--- config.mk ---
export PLATFORM = sky130hd
export DESIGN_NAME = next_mon_host
export DESIGN_NICKNAME = d
export VERILOG_FILES = /design/src/rtl/next_mon_pkg.sv /design/src/rtl/next_mon_frame_rx.sv /design/src/rtl/next_mon_host.sv
export SDC_FILE = /design/constraint.sdc
export NUM_CORES = 1
export LEC_CHECK = 0
export CORE_MARGIN = 2
export CORE_UTILIZATION = 56
export CTS_BUF_LIST = sky130_fd_sc_hd__clkbuf_2
export DETAILED_ROUTE_END_ITERATION = 12
export PLACE_DENSITY = 0.92
export SLEW_MARGIN = 40
export SYNTH_ARGS = -nofsm -noshare
export SYNTH_HDL_FRONTEND = slang
export SYNTH_SLANG_ARGS = --single-unit
--- constraint.sdc ---
create_clock -name mon_clk -period 1.9 [get_ports mon_clk]
set_clock_uncertainty 0.2 [all_clocks]
set_input_delay 0.38 -clock mon_clk [delete_from_list [all_inputs] [get_ports mon_clk]]
set_output_delay 0.38 -clock mon_clk [all_outputs]
set_load 0.05 [all_outputs]
--- src/rtl/next_mon_pkg.sv ---
// Shared definitions for both ends of the NeXT monitor serial link:
// frame geometry, line levels, FSM state types and packet opcodes.
package next_mon_pkg;

  localparam int FRAME_W = 40;

  localparam logic LINE_IDLE = 1'b1;
  localparam logic START_BIT = 1'b0;

  typedef enum logic [2:0] {
    TX_IDLE,
    TX_START,
    TX_DATA,
    TX_STOP,
    TX_GAP
  } tx_state_e;

  typedef enum logic [1:0] {
    RX_IDLE,
    RX_DATA,
    RX_STOP,
    RX_BREAK
  } rx_state_e;

  // Opcode byte in bits [39:32]; the soundbox decoder/encoder uses the same values.
  localparam logic [7:0] OP_POWER_ON    = 8'hC0;
  localparam logic [7:0] OP_SND_OUT     = 8'hC7;
  localparam logic [7:0] OP_SND_OUT_REQ = 8'hC3;
  localparam logic [7:0] OP_MIC_DATA    = 8'hC5;
  localparam logic [7:0] OP_KEYBOARD    = 8'hCD;
  localparam logic [7:0] OP_MOUSE       = 8'hCE;
  localparam logic [7:0] OP_KBD_LEDS    = 8'hCF;

  function automatic logic [FRAME_W-1:0] mk_packet(input logic [7:0]  op,
                                                   input logic [31:0] payload);
    return {op, payload};
  endfunction

endpackage

--- src/rtl/next_mon_frame_rx.sv ---
// Link deserializer: start bit, W data bits MSB-first, stop bit.
// A bad stop bit reports a framing error and waits for the line to go idle.
module next_mon_frame_rx
  import next_mon_pkg::*;
#(
  parameter int W = FRAME_W
) (
  input  logic         mon_clk,
  input  logic         hw_reset_n,
  input  logic         ser_in,
  output logic [W-1:0] data,
  output logic         valid,
  output logic         frame_err
);

  localparam int              CNT_W    = $clog2(W + 1);
  localparam logic [CNT_W-1:0] BIT_LAST = CNT_W'(W - 1);

  rx_state_e        state_q, state_d;
  logic [W-1:0]     shreg_q, shreg_d;
  logic [W-1:0]     data_q, data_d;
  logic [CNT_W-1:0] cnt_q, cnt_d;
  logic             valid_q, valid_d;
  logic             err_q, err_d;

  always_ff @(posedge mon_clk or negedge hw_reset_n) begin
    if (!hw_reset_n) begin
      state_q <= RX_IDLE;
      shreg_q <= '0;
      data_q  <= '0;
      cnt_q   <= '0;
      valid_q <= 1'b0;
      err_q   <= 1'b0;
    end else begin
      state_q <= state_d;
      shreg_q <= shreg_d;
      data_q  <= data_d;
      cnt_q   <= cnt_d;
      valid_q <= valid_d;
      err_q   <= err_d;
    end
  end

  always_comb begin
    state_d = state_q;
    shreg_d = shreg_q;
    data_d  = data_q;
    cnt_d   = cnt_q;
    valid_d = 1'b0;
    err_d   = 1'b0;
    case (state_q)
      RX_IDLE: begin
        if (ser_in == START_BIT) begin
          state_d = RX_DATA;
          cnt_d   = '0;
        end
      end
      RX_DATA: begin
        shreg_d = {shreg_q[W-2:0], ser_in};
        cnt_d   = cnt_q + 1'b1;
        if (cnt_q == BIT_LAST) begin
          state_d = RX_STOP;
          cnt_d   = '0;
        end
      end
      RX_STOP: begin
        if (ser_in == LINE_IDLE) begin
          data_d  = shreg_q;
          valid_d = 1'b1;
          state_d = RX_IDLE;
        end else begin
          err_d   = 1'b1;
          state_d = RX_BREAK;
        end
      end
      RX_BREAK: begin
        // Line held low after a bad stop bit: do not mistake it for a start bit.
        if (ser_in == LINE_IDLE) state_d = RX_IDLE;
      end
      default: state_d = RX_IDLE;
    endcase
  end

  assign data      = data_q;
  assign valid     = valid_q;
  assign frame_err = err_q;

endmodule

--- src/rtl/next_mon_host.sv ---
// Host end of the NeXT monitor link: TX serializer FSM driving to_mon, plus
// the shared frame receiver on from_mon. TX and RX run fully independently.
module next_mon_host
  import next_mon_pkg::*;
#(
  parameter int W   = FRAME_W,
  parameter int GAP = 4
) (
  input  logic         mon_clk,
  input  logic         hw_reset_n,
  input  logic [W-1:0] tx_data,
  input  logic         tx_valid,
  output logic         tx_ready,
  output logic         tx_busy,
  output logic         to_mon,
  input  logic         from_mon,
  output logic [W-1:0] rx_data,
  output logic         rx_valid,
  output logic         rx_frame_err
);

  localparam int               CNT_W    = $clog2(W + 1);
  localparam logic [CNT_W-1:0] BIT_LAST = CNT_W'(W - 1);
  localparam logic [CNT_W-1:0] GAP_LAST = CNT_W'((GAP > 0) ? GAP - 1 : 0);

  tx_state_e        tx_state_q, tx_state_d;
  logic [W-1:0]     tx_shreg_q, tx_shreg_d;
  logic [CNT_W-1:0] tx_cnt_q, tx_cnt_d;

  always_ff @(posedge mon_clk or negedge hw_reset_n) begin
    if (!hw_reset_n) begin
      tx_state_q <= TX_IDLE;
      tx_shreg_q <= '0;
      tx_cnt_q   <= '0;
    end else begin
      tx_state_q <= tx_state_d;
      tx_shreg_q <= tx_shreg_d;
      tx_cnt_q   <= tx_cnt_d;
    end
  end

  always_comb begin
    tx_state_d = tx_state_q;
    tx_shreg_d = tx_shreg_q;
    tx_cnt_d   = tx_cnt_q;
    case (tx_state_q)
      TX_IDLE: begin
        if (tx_valid && tx_ready) begin
          tx_shreg_d = tx_data;
          tx_state_d = TX_START;
        end
      end
      TX_START: begin
        tx_cnt_d   = '0;
        tx_state_d = TX_DATA;
      end
      TX_DATA: begin
        tx_shreg_d = {tx_shreg_q[W-2:0], 1'b0};
        tx_cnt_d   = tx_cnt_q + 1'b1;
        if (tx_cnt_q == BIT_LAST) begin
          tx_cnt_d   = '0;
          tx_state_d = TX_STOP;
        end
      end
      TX_STOP: begin
        tx_cnt_d   = '0;
        tx_state_d = (GAP > 0) ? TX_GAP : TX_IDLE;
      end
      TX_GAP: begin
        tx_cnt_d = tx_cnt_q + 1'b1;
        if (tx_cnt_q == GAP_LAST) begin
          tx_cnt_d   = '0;
          tx_state_d = TX_IDLE;
        end
      end
      default: tx_state_d = TX_IDLE;
    endcase
  end

  // Line level decoded from state so an async reset returns it high at once.
  always_comb begin
    to_mon = LINE_IDLE;
    case (tx_state_q)
      TX_START: to_mon = START_BIT;
      TX_DATA:  to_mon = tx_shreg_q[W-1];
      default:  to_mon = LINE_IDLE;
    endcase
  end

  assign tx_busy  = (tx_state_q != TX_IDLE);
  assign tx_ready = !tx_busy;

  next_mon_frame_rx #(
    .W(W)
  ) u_rx (
    .mon_clk    (mon_clk),
    .hw_reset_n (hw_reset_n),
    .ser_in     (from_mon),
    .data       (rx_data),
    .valid      (rx_valid),
    .frame_err  (rx_frame_err)
  );

endmodule

# Word-level counts from Yosys, hierarchy flattened

Index checks and enable logic that the tools add are counted.

Bits in registers: 139
Bits of input ports: 44
Word-level logic and storage cells: 63
Output and inout bits: 45

$add $sub $neg: 2
Reductions and logical operators: 14
Equal/unequal tests: 16
Multiplexer cells: 22

Operator list:

| kind                  | number |
|---|---|
| $pmux W40 S2          | 1 |
| $mux W40              | 1 |
| $mux W6               | 4 |
| $pmux W6 S3           | 1 |
| $pmux W3 S5           | 1 |
| $add A6 B1 Y6 const B | 2 |
| $eq A6 B6 Y1 const B  | 2 |
| $pmux W6 S2           | 1 |
| $ne A2 B2 Y1 const B  | 5 |
| $mux W3               | 3 |
| $mux W2               | 4 |
| $pmux W2 S4           | 1 |
| $eq A3 B2 Y1 const B  | 2 |
| $eq A6 B2 Y1 const B  | 1 |
| $reduce_and A2 Y1     | 3 |
| $reduce_and A3 Y1     | 2 |
| $reduce_bool A3 Y1    | 2 |
| $eq A2 B2 Y1 const B  | 2 |
| $mux W1               | 4 |
| $reduce_bool A2 Y1    | 2 |
| $eq A3 B1 Y1 const B  | 1 |
| $eq A3 B3 Y1 const B  | 1 |
| $logic_not A3 Y1      | 1 |
| $eq A2 B1 Y1 const B  | 1 |
| 6 further kinds       | 6 |

# Longest topological paths before layout

Word-level depth: 5
Depth in mapped cells: 7
Gate-level depth less buffers: 6

# By module

A second synthesis with hierarchy kept.

Cell total of the unflattened synthesis: 544
Area, all modules: 6094.6 µm²

Modules (own cells, without submodules):

| module            | area each (µm²) | sequential area each (µm²) | cells each | instances |
|---|---|---|---|---|
| next_mon_frame_rx | 3608.5          | 2252.2                     | 301        | 1 |
| next_mon_host     | 2486.1          | 1226.2                     | 243        | 1 |

# Least setup slack after synthesis

No wires, ideal clock.

Kind: reg2reg
Start: reg tx_state_q[0]
End: reg tx_cnt_q[4]
Required time: 1.580 ns
Stages on the path, launching flop included: 8
Data arrival time: 1.514 ns
Period minus slack after synthesis: 1.834 ns
Library setup time: 0.120 ns
Path buffers: 1
Path slack: 0.066 ns
Path through: dfrtp_1 buf_4 nor2_4 nand2_2 inv_2 nor4_4 xor2_1 o211a_1

Cells in the longest elaborated chain, start to end: 3
Elaborated cells between the ends (all ways): 7
Those cells by class: 4 x eq/ne; 1 x mux; 2 x reduce/logical

Ends and longest elaborated chain:

| item                                              | RTL line            | source |
|---|---|---|
| start: declaration                                | next_mon_host.sv:26 | `tx_state_e tx_state_q, tx_state_d;` |
| start signal: assignment                          | next_mon_host.sv:36 | `tx_state_q <= tx_state_d;` |
| $eq A3 B2 Y1 or $eq A3 B1 Y1 (tied branches)      | next_mon_host.sv:46 | `case (tx_state_q)` |
| $reduce_or A2 Y1 (no source line)                 | n/a                 |  |
| $pmux W6 S3 or $reduce_bool A3 Y1 (tied branches) | n/a                 |  |
| end signal: assignment                            | next_mon_host.sv:38 | `tx_cnt_q <= tx_cnt_d;` |
| end: declaration                                  | next_mon_host.sv:28 | `logic [CNT_W-1:0] tx_cnt_q, tx_cnt_d;` |

Several ways; a longest one is shown, not always the timed one.
A chain may end at the register's enable or synchronous reset.

# Final worst setup path

Start: reg tx_state_q[0]
End: out tx_ready

Cells in the longest elaborated chain, start to end: 2

Ends and longest elaborated chain:

| item               | RTL line            | source |
|---|---|---|
| $reduce_bool A3 Y1 | next_mon_host.sv:90 | `assign tx_busy = (tx_state_q != TX_IDLE);` |
| $logic_not A1 Y1   | next_mon_host.sv:91 | `assign tx_ready = !tx_busy;` |
| end: declaration   | next_mon_host.sv:13 | `output logic tx_ready,` |

No other way between the ends.

==> impl_metrics.json <==
{
  "worst_path_largest_cell_delay_ns": 0.44,
  "yosysTopAreaCell": "dfrtp_1",
  "powerDensity_nw_per_um2": 1370,
  "cts_tree": "yes",
  "drive_above_1_share_pct": 27.4,
  "antenna_found_initial": 0,
  "grt_usage_pct": 24.1,
  "place.gp.congestion": 0.828,
  "hold_path.class": "input port to flip-flop",
  "end_kind": "output pin",
  "grt_overflow": 0,
  "worst-path-buf-inv": 3,
  "clock_latency_ns": 0.66,
  "die-area_um2": 11300,
  "layout_common_cells": "168 x nand2_1, 137 x dfrtp_1, 46 x buf_6",
  "yosys_most_used_dff": "dfrtp_1",
  "num_antenna_cells": 0,
  "synth_edf_count": 0,
  "synthDominantCellAreaShare_pct": 59.3,
  "routed_wl_um": 13900,
  "drv_slew": 0,
  "num_rows": 37,
  "critPathKind": "flip-flop to output pin",
  "yosysSeqAreaShare_pct": 59.3,
  "ys_types": 41,
  "crit_path_max_fanout": 4,
  "synth_area_leaders": "dfrtp_1 59%, nand2_1 11%, mux2_2 7.7%, mux2i_1 6.7%, o21ai_1 2.6%",
  "fin_crit_ns": 2.24,
  "cts_buffers": 17,
  "coreArea_um2": 10200,
  "h-tree-depth": 4,
  "syn_nets": 588,
  "syn_area_um2": 5860,
  "pin_count": 89,
  "finalSetupViolCount": 18,
  "grt_pass1_wl_um": 21200,
  "ant_nets": 0,
  "cts_root_buffer": "clkbuf_2",
  "violations": "setup timing",
  "place_inst": 757,
  "fmax_mhz": 447,
  "worst_pin_slew_ns": 0.450,
  "synth_cells": 542,
  "post_drt_wl_per_cell_um": 17.0,
  "hold_violations": 0,
  "io_buffers": 88,
  "path_cells": "buf_6 > nor2_4 > nand2_4 > inv_4 > buf_12",
  "arrival_ns": 1.66,
  "die_w_um": 106,
  "layout_commonest_cell": "nand2_1",
  "drc": 0,
  "worst_setup_path_start_kind": "flip-flop",
  "maxSlewHeadroom_pct": 70.0,
  "grt_setup_unrepaired": "true",
  "leakagePower_nw": 3.78,
  "clk_transition_reported_paths_ns": 0.20,
  "n_fill_cell": 649,
  "ys_warn_count": 0,
  "area_growth_pct": 30.8,
  "ys_ff_latch": 139,
  "status": "finished with violations",
  "cts.sinks": 139,
  "drt_iter0_drc": 328,
  "grt_pass1_vias": 4417,
  "vias": 4440,
  "crit_family": "flip-flops",
  "nets": 713,
  "irDropWorstVdd_mv": 0.765,
  "cp_slowest_cell": "dfrtp_1",
  "setup_ws_ns": -0.337,
  "fin_crit_sh_pct": 118,
  "fin_setup_tns_ns": -1.21,
  "place_hpwl_um": 8400,
  "final_cells": 816,
  "synthArstFlopShare_pct": 100,
  "drv_cap": 0,
  "chipHeight_um": 106,
  "crit_required_ns": 1.32,
  "avgSynthCellArea_um2": 10.8,
  "grt_start_max_net_pins": 57,
  "dr.pass1.iters": 7,
  "vias_per_cell": 5.44,
  "clock_path_buffers": 2,
  "start_util_pct": 57.3
}
[Yosys cell counts (2+ instances only)]
| master | number |
|---|---|
| a21oi_1 | 6 |
| a22o_1 | 2 |
| buf_1 | 3 |
| buf_2 | 12 |
| buf_4 | 2 |
| buf_6 | 4 |
| clkbuf_1 | 9 |
| dfrtp_1 | 139 |
| ha_1 | 2 |
| inv_1 | 4 |
| inv_2 | 2 |
| mux2_2 | 40 |
| mux2i_1 | 39 |
| nand2_1 | 171 |
| nand2b_1 | 4 |
| nand3_1 | 4 |
| nand4_1 | 4 |
| nor2_1 | 13 |
| nor2b_1 | 4 |
| nor3_1 | 2 |
| nor4_2 | 2 |
| o21ai_0 | 18 |
| o21ai_1 | 31 |
| o221ai_1 | 2 |
| o22ai_1 | 4 |
| xnor2_1 | 3 |
| xor2_1 | 2 |
[registers in the layout (all words and copies together), names as in the netlist]
register and cells:
tx_cnt_q 6, tx_shreg_q 40, tx_state_q 3, u_rx.cnt_q 6, u_rx.data 40, u_rx.frame_err 1, u_rx.shreg_q 40, u_rx.state_q 2
u_rx.valid 1
[worst paths after layout]
kind	startpoint	endpoint	slack, ns	depth (start not counted)
max in group asynchronous	hw_reset_n	u_rx.shreg_q[26]	0.36	4
hold reg to reg	u_rx.shreg_q[39]	u_rx.shreg_q[39]	0.30	2
min in group asynchronous	hw_reset_n	tx_shreg_q[28]	0.55	3
hold / removal	tx_data[1]	tx_shreg_q[1]	0.15	3
setup reg to reg	tx_state_q[0]	tx_shreg_q[5]	-0.04	7
setup / recovery	tx_state_q[0]	tx_ready	-0.34	5
[final cells by class]
class	instances	area [um2]	share of cell area, %
flip-flops and latches	139	3480	45.4
multi-input cells	367	2260	29.4
repair buffers	136	1480	19.3
well taps	136	170	2.22
clock inverters	15	165	2.15
clock buffers	17	85.1	1.11
inverters	6	30.0	0.392
[what timing repair did]
item | in CTS | in global routing
hold buffers | 2 | 0
resized for setup | 50 | 15
hold endpoints to repair | 139 | 0
cloned | 0 | 3
endpoints found under the setup margin | 42 | 51
pin swaps | 2 | 6
setup buffers | 13 | 10
[report_power, final]
group | internal (W) | leakage [nW] | switching (W)
logic | 0.00181 | 1.84 | 0.00227
clock network | 0.000626 | 0.143 | 0.00113
registers | 0.00392 | 1.79 | 0.000764
total | 0.00636 | 3.78 | 0.00416
[through the flow]
step	utilization, %	cell area, um2	power (W)	worst slack [ns]	hold WS [ns]
6_report	75.0	7670	0.0105	-0.337	0.147
5_1_grt	75.0	7670	0.0112	-0.507	0.0315
4_1_cts	73.1	7480	0.0101	-0.390	0.0663
3_5_place_dp	67.8	6940	0.00815	-0.0589	0.132
3_3_place_gp	67.8	6940	0.00786	-0.0330	0.125
2_1_floorplan	-	5860	0.00698	0.0660	-0.116
[cell families (layout without fill, tap and decap cells)]
family,after synthesis,after routing,share of synthesized area (%)
fa+ha+maj,2,2,0.427
compound gates,70,70,6.79
simple gates,211,211,15.2
xor+xnor,5,5,0.747
buf+inv,36,174,3.20
flops,139,139,59.3
mux,79,79,14.3
[metal layers]
layer	vias up	part of all wire [%]	global-route usage, %
met4	0	1.6	6.95
met1	2165	41	30.8
met2	179	51	39.9
li1	2071	-	-
met3	25	6.4	7.36
met5	-	0	0
[worst reg2reg max path: cells and delay by family (launching register included)]
kind | cells | cell delay, ns
AO/OA/AOI/OAI | 1 | 0.08
buffers and inverters | 4 | 0.63
flip-flops | 1 | 0.44
multiplexers | 1 | 0.25
AND/OR/NAND/NOR | 1 | 0.26
Note: power is estimated with default switching activity, not from simulation.
